### src/rtl/ct_ciu_ncq_excl_req.sv
// Initiator-side exclusive-access sequencer: turns LR/SC into locked AR/AW bursts and tracks a local reservation.
// Optional reservation lifetime counter enabled by defining CT_CIU_EXCL_TIMEOUT_EN.
module ct_ciu_ncq_excl_req #(
    parameter int ADDRW   = 40,
    parameter int TOW     = 8,
    parameter int TIMEOUT = 255
) (
    input  logic             forever_cpuclk,
    input  logic             cpurst_b,
    input  logic             lr_req,
    input  logic [ADDRW-1:0] lr_addr,
    output logic             lr_ack,
    input  logic             sc_req,
    input  logic [ADDRW-1:0] sc_addr,
    output logic             sc_ack,
    input  logic             snoop_clr,
    output logic             ar_vld,
    input  logic             ar_ready,
    output logic [ADDRW-1:0] ar_addr,
    output logic             ar_lock,
    input  logic             r_vld,
    input  logic             r_last,
    input  logic [1:0]       r_resp,
    output logic             aw_vld,
    input  logic             aw_ready,
    output logic [ADDRW-1:0] aw_addr,
    output logic             aw_lock,
    input  logic             b_vld,
    input  logic [1:0]       b_resp,
    output logic             lr_done,
    output logic             lr_excl_ok,
    output logic             sc_done,
    output logic             sc_fail,
    output logic             rsv_vld,
    output logic [ADDRW-1:0] rsv_addr
);

    // Handshake: a request (lr_req/sc_req) is held by the core until its ack; ar/aw valid
    // stays asserted with stable address until the matching ready is seen high on a clock edge.
    typedef enum logic [2:0] {
        ST_IDLE  = 3'd0,
        ST_AR    = 3'd1,
        ST_RWAIT = 3'd2,
        ST_AW    = 3'd3,
        ST_BWAIT = 3'd4,
        ST_SCF   = 3'd5
    } state_t;

    localparam logic [1:0] RESP_EXOKAY = 2'b01;

    state_t           state_q;
    logic [ADDRW-1:0] addr_q;
    logic             kill_q;
    logic             lr_done_q;
    logic             lr_ok_q;
    logic             sc_done_q;
    logic             sc_fail_q;
    logic             rsv_vld_q;
    logic             rsv_vld_d;
    logic [ADDRW-1:0] rsv_addr_q;
    logic [ADDRW-1:0] rsv_addr_d;

    logic is_idle;
    logic sc_hit;
    logic r_done;
    logic r_excl;
    logic b_done;

    assign is_idle = (state_q == ST_IDLE);
    assign sc_ack  = is_idle & sc_req;
    assign lr_ack  = is_idle & lr_req & ~sc_req;
    assign sc_hit  = rsv_vld_q & (sc_addr == rsv_addr_q) & ~snoop_clr;
    assign r_done  = (state_q == ST_RWAIT) & r_vld & r_last;
    // A snoop in the completing cycle beats an EXOKAY.
    assign r_excl  = (r_resp == RESP_EXOKAY) & ~kill_q & ~snoop_clr;
    assign b_done  = (state_q == ST_BWAIT) & b_vld;

`ifdef CT_CIU_EXCL_TIMEOUT_EN
    logic [TOW-1:0] to_q;
    logic [TOW-1:0] to_d;
    logic           to_expire;

    assign to_expire = rsv_vld_q & is_idle & (to_q == '0);

    always_comb begin
        to_d = to_q;
        if (r_done && r_excl) begin
            to_d = TOW'(TIMEOUT);
        end else if (rsv_vld_q && is_idle && (to_q != '0)) begin
            to_d = to_q - 1'b1;
        end
    end

    always_ff @(posedge forever_cpuclk or negedge cpurst_b) begin
        if (!cpurst_b) begin
            to_q <= '0;
        end else begin
            to_q <= to_d;
        end
    end
`else
    logic to_expire;
    assign to_expire = 1'b0;
`endif

    // Later assignments take priority; snoop_clr is last so it always wins.
    always_comb begin
        rsv_vld_d  = rsv_vld_q;
        rsv_addr_d = rsv_addr_q;
        if (lr_ack) begin
            rsv_vld_d = 1'b0;
        end
        if (r_done) begin
            rsv_vld_d = r_excl;
            if (r_excl) begin
                rsv_addr_d = addr_q;
            end
        end
        if (b_done || (state_q == ST_SCF) || to_expire || snoop_clr) begin
            rsv_vld_d = 1'b0;
        end
    end

    always_ff @(posedge forever_cpuclk or negedge cpurst_b) begin
        if (!cpurst_b) begin
            rsv_vld_q  <= 1'b0;
            rsv_addr_q <= '0;
        end else begin
            rsv_vld_q  <= rsv_vld_d;
            rsv_addr_q <= rsv_addr_d;
        end
    end

    always_ff @(posedge forever_cpuclk or negedge cpurst_b) begin
        if (!cpurst_b) begin
            state_q   <= ST_IDLE;
            addr_q    <= '0;
            kill_q    <= 1'b0;
            lr_done_q <= 1'b0;
            lr_ok_q   <= 1'b0;
            sc_done_q <= 1'b0;
            sc_fail_q <= 1'b0;
        end else begin
            lr_done_q <= 1'b0;
            lr_ok_q   <= 1'b0;
            sc_done_q <= 1'b0;
            sc_fail_q <= 1'b0;
            case (state_q)
                ST_IDLE: begin
                    if (sc_req) begin
                        addr_q <= sc_addr;
                        if (sc_hit) begin
                            state_q <= ST_AW;
                        end else begin
                            // Reported during SCF, one cycle after the ack.
                            state_q   <= ST_SCF;
                            sc_done_q <= 1'b1;
                            sc_fail_q <= 1'b1;
                        end
                    end else if (lr_req) begin
                        addr_q  <= lr_addr;
                        kill_q  <= 1'b0;
                        state_q <= ST_AR;
                    end
                end
                ST_AR: begin
                    if (snoop_clr) begin
                        kill_q <= 1'b1;
                    end
                    if (ar_ready) begin
                        state_q <= ST_RWAIT;
                    end
                end
                ST_RWAIT: begin
                    if (snoop_clr) begin
                        kill_q <= 1'b1;
                    end
                    if (r_vld && r_last) begin
                        lr_done_q <= 1'b1;
                        lr_ok_q   <= r_excl;
                        state_q   <= ST_IDLE;
                    end
                end
                ST_AW: begin
                    if (aw_ready) begin
                        state_q <= ST_BWAIT;
                    end
                end
                ST_BWAIT: begin
                    if (b_vld) begin
                        sc_done_q <= 1'b1;
                        sc_fail_q <= (b_resp != RESP_EXOKAY);
                        state_q   <= ST_IDLE;
                    end
                end
                ST_SCF: begin
                    state_q <= ST_IDLE;
                end
                default: begin
                    state_q <= ST_IDLE;
                end
            endcase
        end
    end

    assign ar_vld     = (state_q == ST_AR);
    assign ar_lock    = ar_vld;
    assign ar_addr    = addr_q;
    assign aw_vld     = (state_q == ST_AW);
    assign aw_lock    = aw_vld;
    assign aw_addr    = addr_q;
    assign lr_done    = lr_done_q;
    assign lr_excl_ok = lr_ok_q;
    assign sc_done    = sc_done_q;
    assign sc_fail    = sc_fail_q;
    assign rsv_vld    = rsv_vld_q;
    assign rsv_addr   = rsv_addr_q;

endmodule

### config.mk
export PLATFORM = sky130hd
export DESIGN_NAME = ct_ciu_ncq_excl_req
export DESIGN_NICKNAME = d
export VERILOG_FILES = /design/src/rtl/ct_ciu_ncq_excl_req.sv
export SDC_FILE = /design/constraint.sdc
export NUM_CORES = 1
export LEC_CHECK = 0
export CORE_ASPECT_RATIO = 0.7
export CORE_MARGIN = 8
export CORE_UTILIZATION = 38
export DETAILED_ROUTE_END_ITERATION = 8
export PLACE_DENSITY = 0.79
export SETUP_SLACK_MARGIN = 0.1
export SLEW_MARGIN = 20
export SYNTH_ARGS = -nofsm -noshare
export SYNTH_HDL_FRONTEND = slang
export SYNTH_SLANG_ARGS = --single-unit
### constraint.sdc
create_clock -name forever_cpuclk -period 1.77 [get_ports forever_cpuclk]
set_input_delay 0.354 -clock forever_cpuclk [delete_from_list [all_inputs] [get_ports forever_cpuclk]]
set_output_delay 0.354 -clock forever_cpuclk [all_outputs]
set_load 0.01 [all_outputs]
==> reports/metrics.yaml <==
status:
  status: "finished with violations"
  violations: "negative setup slack"
detailed_routing:
  via_count: 4186
  wirelength_um: 18200
  drc: 0
  wl_per_cell_um: 21.8
  drt_first_pass_iters: 4
  postRouteAntennaNets: 0
  via_per_inst: 5.02
  drt_iter0_drc: 171
sta:
  setup_violations: 50
  min_period_over_period: 1.09
  fmax_mhz: 521
  finClkSkew_ns: 0.00385
  tightest_slew_ns: 0.484
  drv_slew: 0
  rsz0062_at_grt: "yes"
  relSlewSlack: 0.677
  layout_setup_ws_ns: -0.151
  post-route-min-period_ns: 1.92
  finalHoldViolCount: 0
finish:
  syn_to_final_growth_pct: 76.2
  postLayoutCoreUtil: 0.680
  antenna_cells: 0
  nets: 761
  drive_above_1_share: 0.293
  n_fill_cell: 870
  final_common_cell: "clkdlybuf4s50_1"
  layout_common_cells: "clkdlybuf4s50_1, dfrtp_1, dlymetal6s2s_1"
cts:
  root_buffer: "clkbuf_16"
  clk_latency_ns: 0.33
  cts_buffer_depth: 2
  clk_pin_slew_ns: 0.06
  cts_sinks: 89
  cts_buffers: 9
  cts_tree: "built"
  cts_htree_levels: 3
  hold_buffers: 0
logic_synthesis:
  synth_cell_type_count: 36
  yosysWarningCount: 0
  synth_area_um2: 4750
  netlist.area_leader.share: 0.469
  yosys.area.top_type: "dfrtp_1"
  synthFlopType: "dfrtp_1"
  synth_area_per_cell_um2: 11.6
  synth.ff_latch_count: 89
  async_flop_share: 1.00
  synthCells: 408
  synth_nets: 502
  ys_seq_area_frac: 0.469
  synth_edf_count: 0
  synth.area.top_cells: "dfrtp_1, mux2_4, mux2i_1"
pwr:
  powerDensity_nw_per_um2: 1480
  peakVddDrop_mv: 0.800
  p_leak_nw: 4.41
  finalPower_mw: 12.4
die:
  ioPinCount: 225
  initial_core_util: 0.386
  core_um2: 12300
  die_h_um: 110
  fp.dieArea_um2: 16400
  num_rows: 34
  dieWidth_um: 150
global_route:
  grt_pass1_wl_um: 24000
  grt-ovfl-total: 0
  antenna_found_initial: 0
  grt_util_all_layers: 0.189
  grt_max_degree: 90
  first_global_vias: 4237
critical_path:
  endpoint_kind: "flip-flop"
  endpoint: "rsv_addr[35]$_DFFE_PN0P_"
  cp_max_fo: 6
  r2r_setup_slack_ns: -0.15
  startpoint_type: "flip-flop"
  critPathLaunch: "state_q[0]$_DFFE_PN0P_"
  arrival_ns: 2.13
  crit_required_ns: 1.98
  timing.rr.end: "rsv_addr[35]$_DFFE_PN0P_"
  r2r_start: "state_q[0]$_DFFE_PN0P_"
  crit_type: "reg -> reg"
  r2r_cells: 7
place:
  dp_hpwl_um: 11600
  routabilityCongestion: 0.887
  io_buffer_count: 224
worst_hold_path:
  hp-class: "in -> async"
job:
  drv_cap: 0
[synthesized netlist by cell type (2+ instances only)]
| master | instances |
|---|---|
| inv_1 | 7 |
| xor2_1 | 32 |
| o21ai_0 | 3 |
| nand2b_1 | 5 |
| nand3_1 | 2 |
| buf_2 | 9 |
| buf_4 | 42 |
| mux2_2 | 2 |
| buf_12 | 4 |
| nor4_1 | 10 |
| a21oi_1 | 43 |
| xnor2_1 | 5 |
| a31oi_1 | 2 |
| nor2_1 | 43 |
| nand2_1 | 4 |
| clkbuf_1 | 6 |
| mux2i_1 | 40 |
| dfrtp_1 | 89 |
| nand4_1 | 3 |
| nor3_1 | 2 |
| buf_6 | 2 |
| mux2_4 | 38 |
| nor2b_1 | 2 |
[critical path, cell delays in order (launching register included)]
cell and delay, ns:
dfrtp_2 0.42, buf_6 0.13, nor4b_4 0.27, and4b_2 0.32, buf_6 0.11, buf_6 0.12, buf_16 0.13, mux2_4 0.30
[final cells by class]
cell class | instances | area [um^2] | share of cell area
repair buffers | 312 | 3370 | 0.403
multi-input cells | 248 | 2240 | 0.267
flip-flops and latches | 89 | 2230 | 0.267
clock buffers | 12 | 246 | 0.0295
well taps | 162 | 203 | 0.0242
clock inverters | 4 | 52.6 | 0.00628
inverters | 7 | 26.3 | 0.00314
[how the worst min path moves through the flow]
stage	cells past startpoint	to
6_report	2	ar_addr[2]$_DFFE_PN0P_
2_1_floorplan	0	ar_addr[0]$_DFFE_PN0P_
3_3_place_gp	2	ar_addr[4]$_DFFE_PN0P_
4_1_cts	2	ar_addr[2]$_DFFE_PN0P_
3_5_place_dp	2	ar_addr[5]$_DFFE_PN0P_
5_1_grt	2	ar_addr[2]$_DFFE_PN0P_
[flip-flops by register name, indices dropped and copies added (netlist names)]
register    cells
sc_fail         1
state_q         3
kill_q          1
ar_addr        40
lr_done         1
rsv_vld         1
sc_done         1
lr_excl_ok      1
rsv_addr       40
[layer usage]
metal | vias up | GRT usage | share of wire
met5 | - | 0 | 0
met4 | 0 | 0.0718 | 0.025
met3 | 34 | 0.0502 | 0.076
met2 | 191 | 0.308 | 0.48
met1 | 2079 | 0.238 | 0.42
li1 | 1882 | - | -
[through the flow]
| stage | setup TNS (ns) | worst slack, ns | std cells | hold WS (ns) | area (um^2) |
|---|---|---|---|---|---|
| after floorplan | 0 | 0.0714 | 408 | 0.0584 | 4750 |
| after global placement | -21.90 | -0.787 | 769 | 0.429 | 7050 |
| after detailed placement | -22.52 | -0.755 | 769 | 0.436 | 7050 |
| after CTS | -4.60 | -0.139 | 811 | 0.0774 | 7750 |
| after global routing | -7.96 | -0.231 | 834 | 0.0871 | 8360 |
| final | -4.73 | -0.151 | 834 | 0.0549 | 8360 |
[repair_timing]
action | 4_1_cts | 5_1_grt
buffers inserted | 21 | 16
setup endpoints to repair | 102 | 143
cloned | 5 | 10
pin swaps | 13 | 8
resized for setup | 104 | 112
[power by group]
| group | total, mW | switching (mW) | internal, mW |
|---|---|---|---|
| combinational | 6.90 | 3.06 | 3.84 |
| sequential | 3.55 | 0.764 | 2.79 |
| clock | 1.91 | 0.778 | 1.13 |
[logic make-up after synthesis]
kind of cell	after synthesis	synth area share
DFF	89	0.469
muxes	80	0.209
and+or+nand+nor	75	0.0783
buffers and inverters	71	0.109
AOI/OAI and AO/OA	56	0.0659
xor gates and xnor gates	37	0.0683
Note: power is estimated with default switching activity, not from simulation.
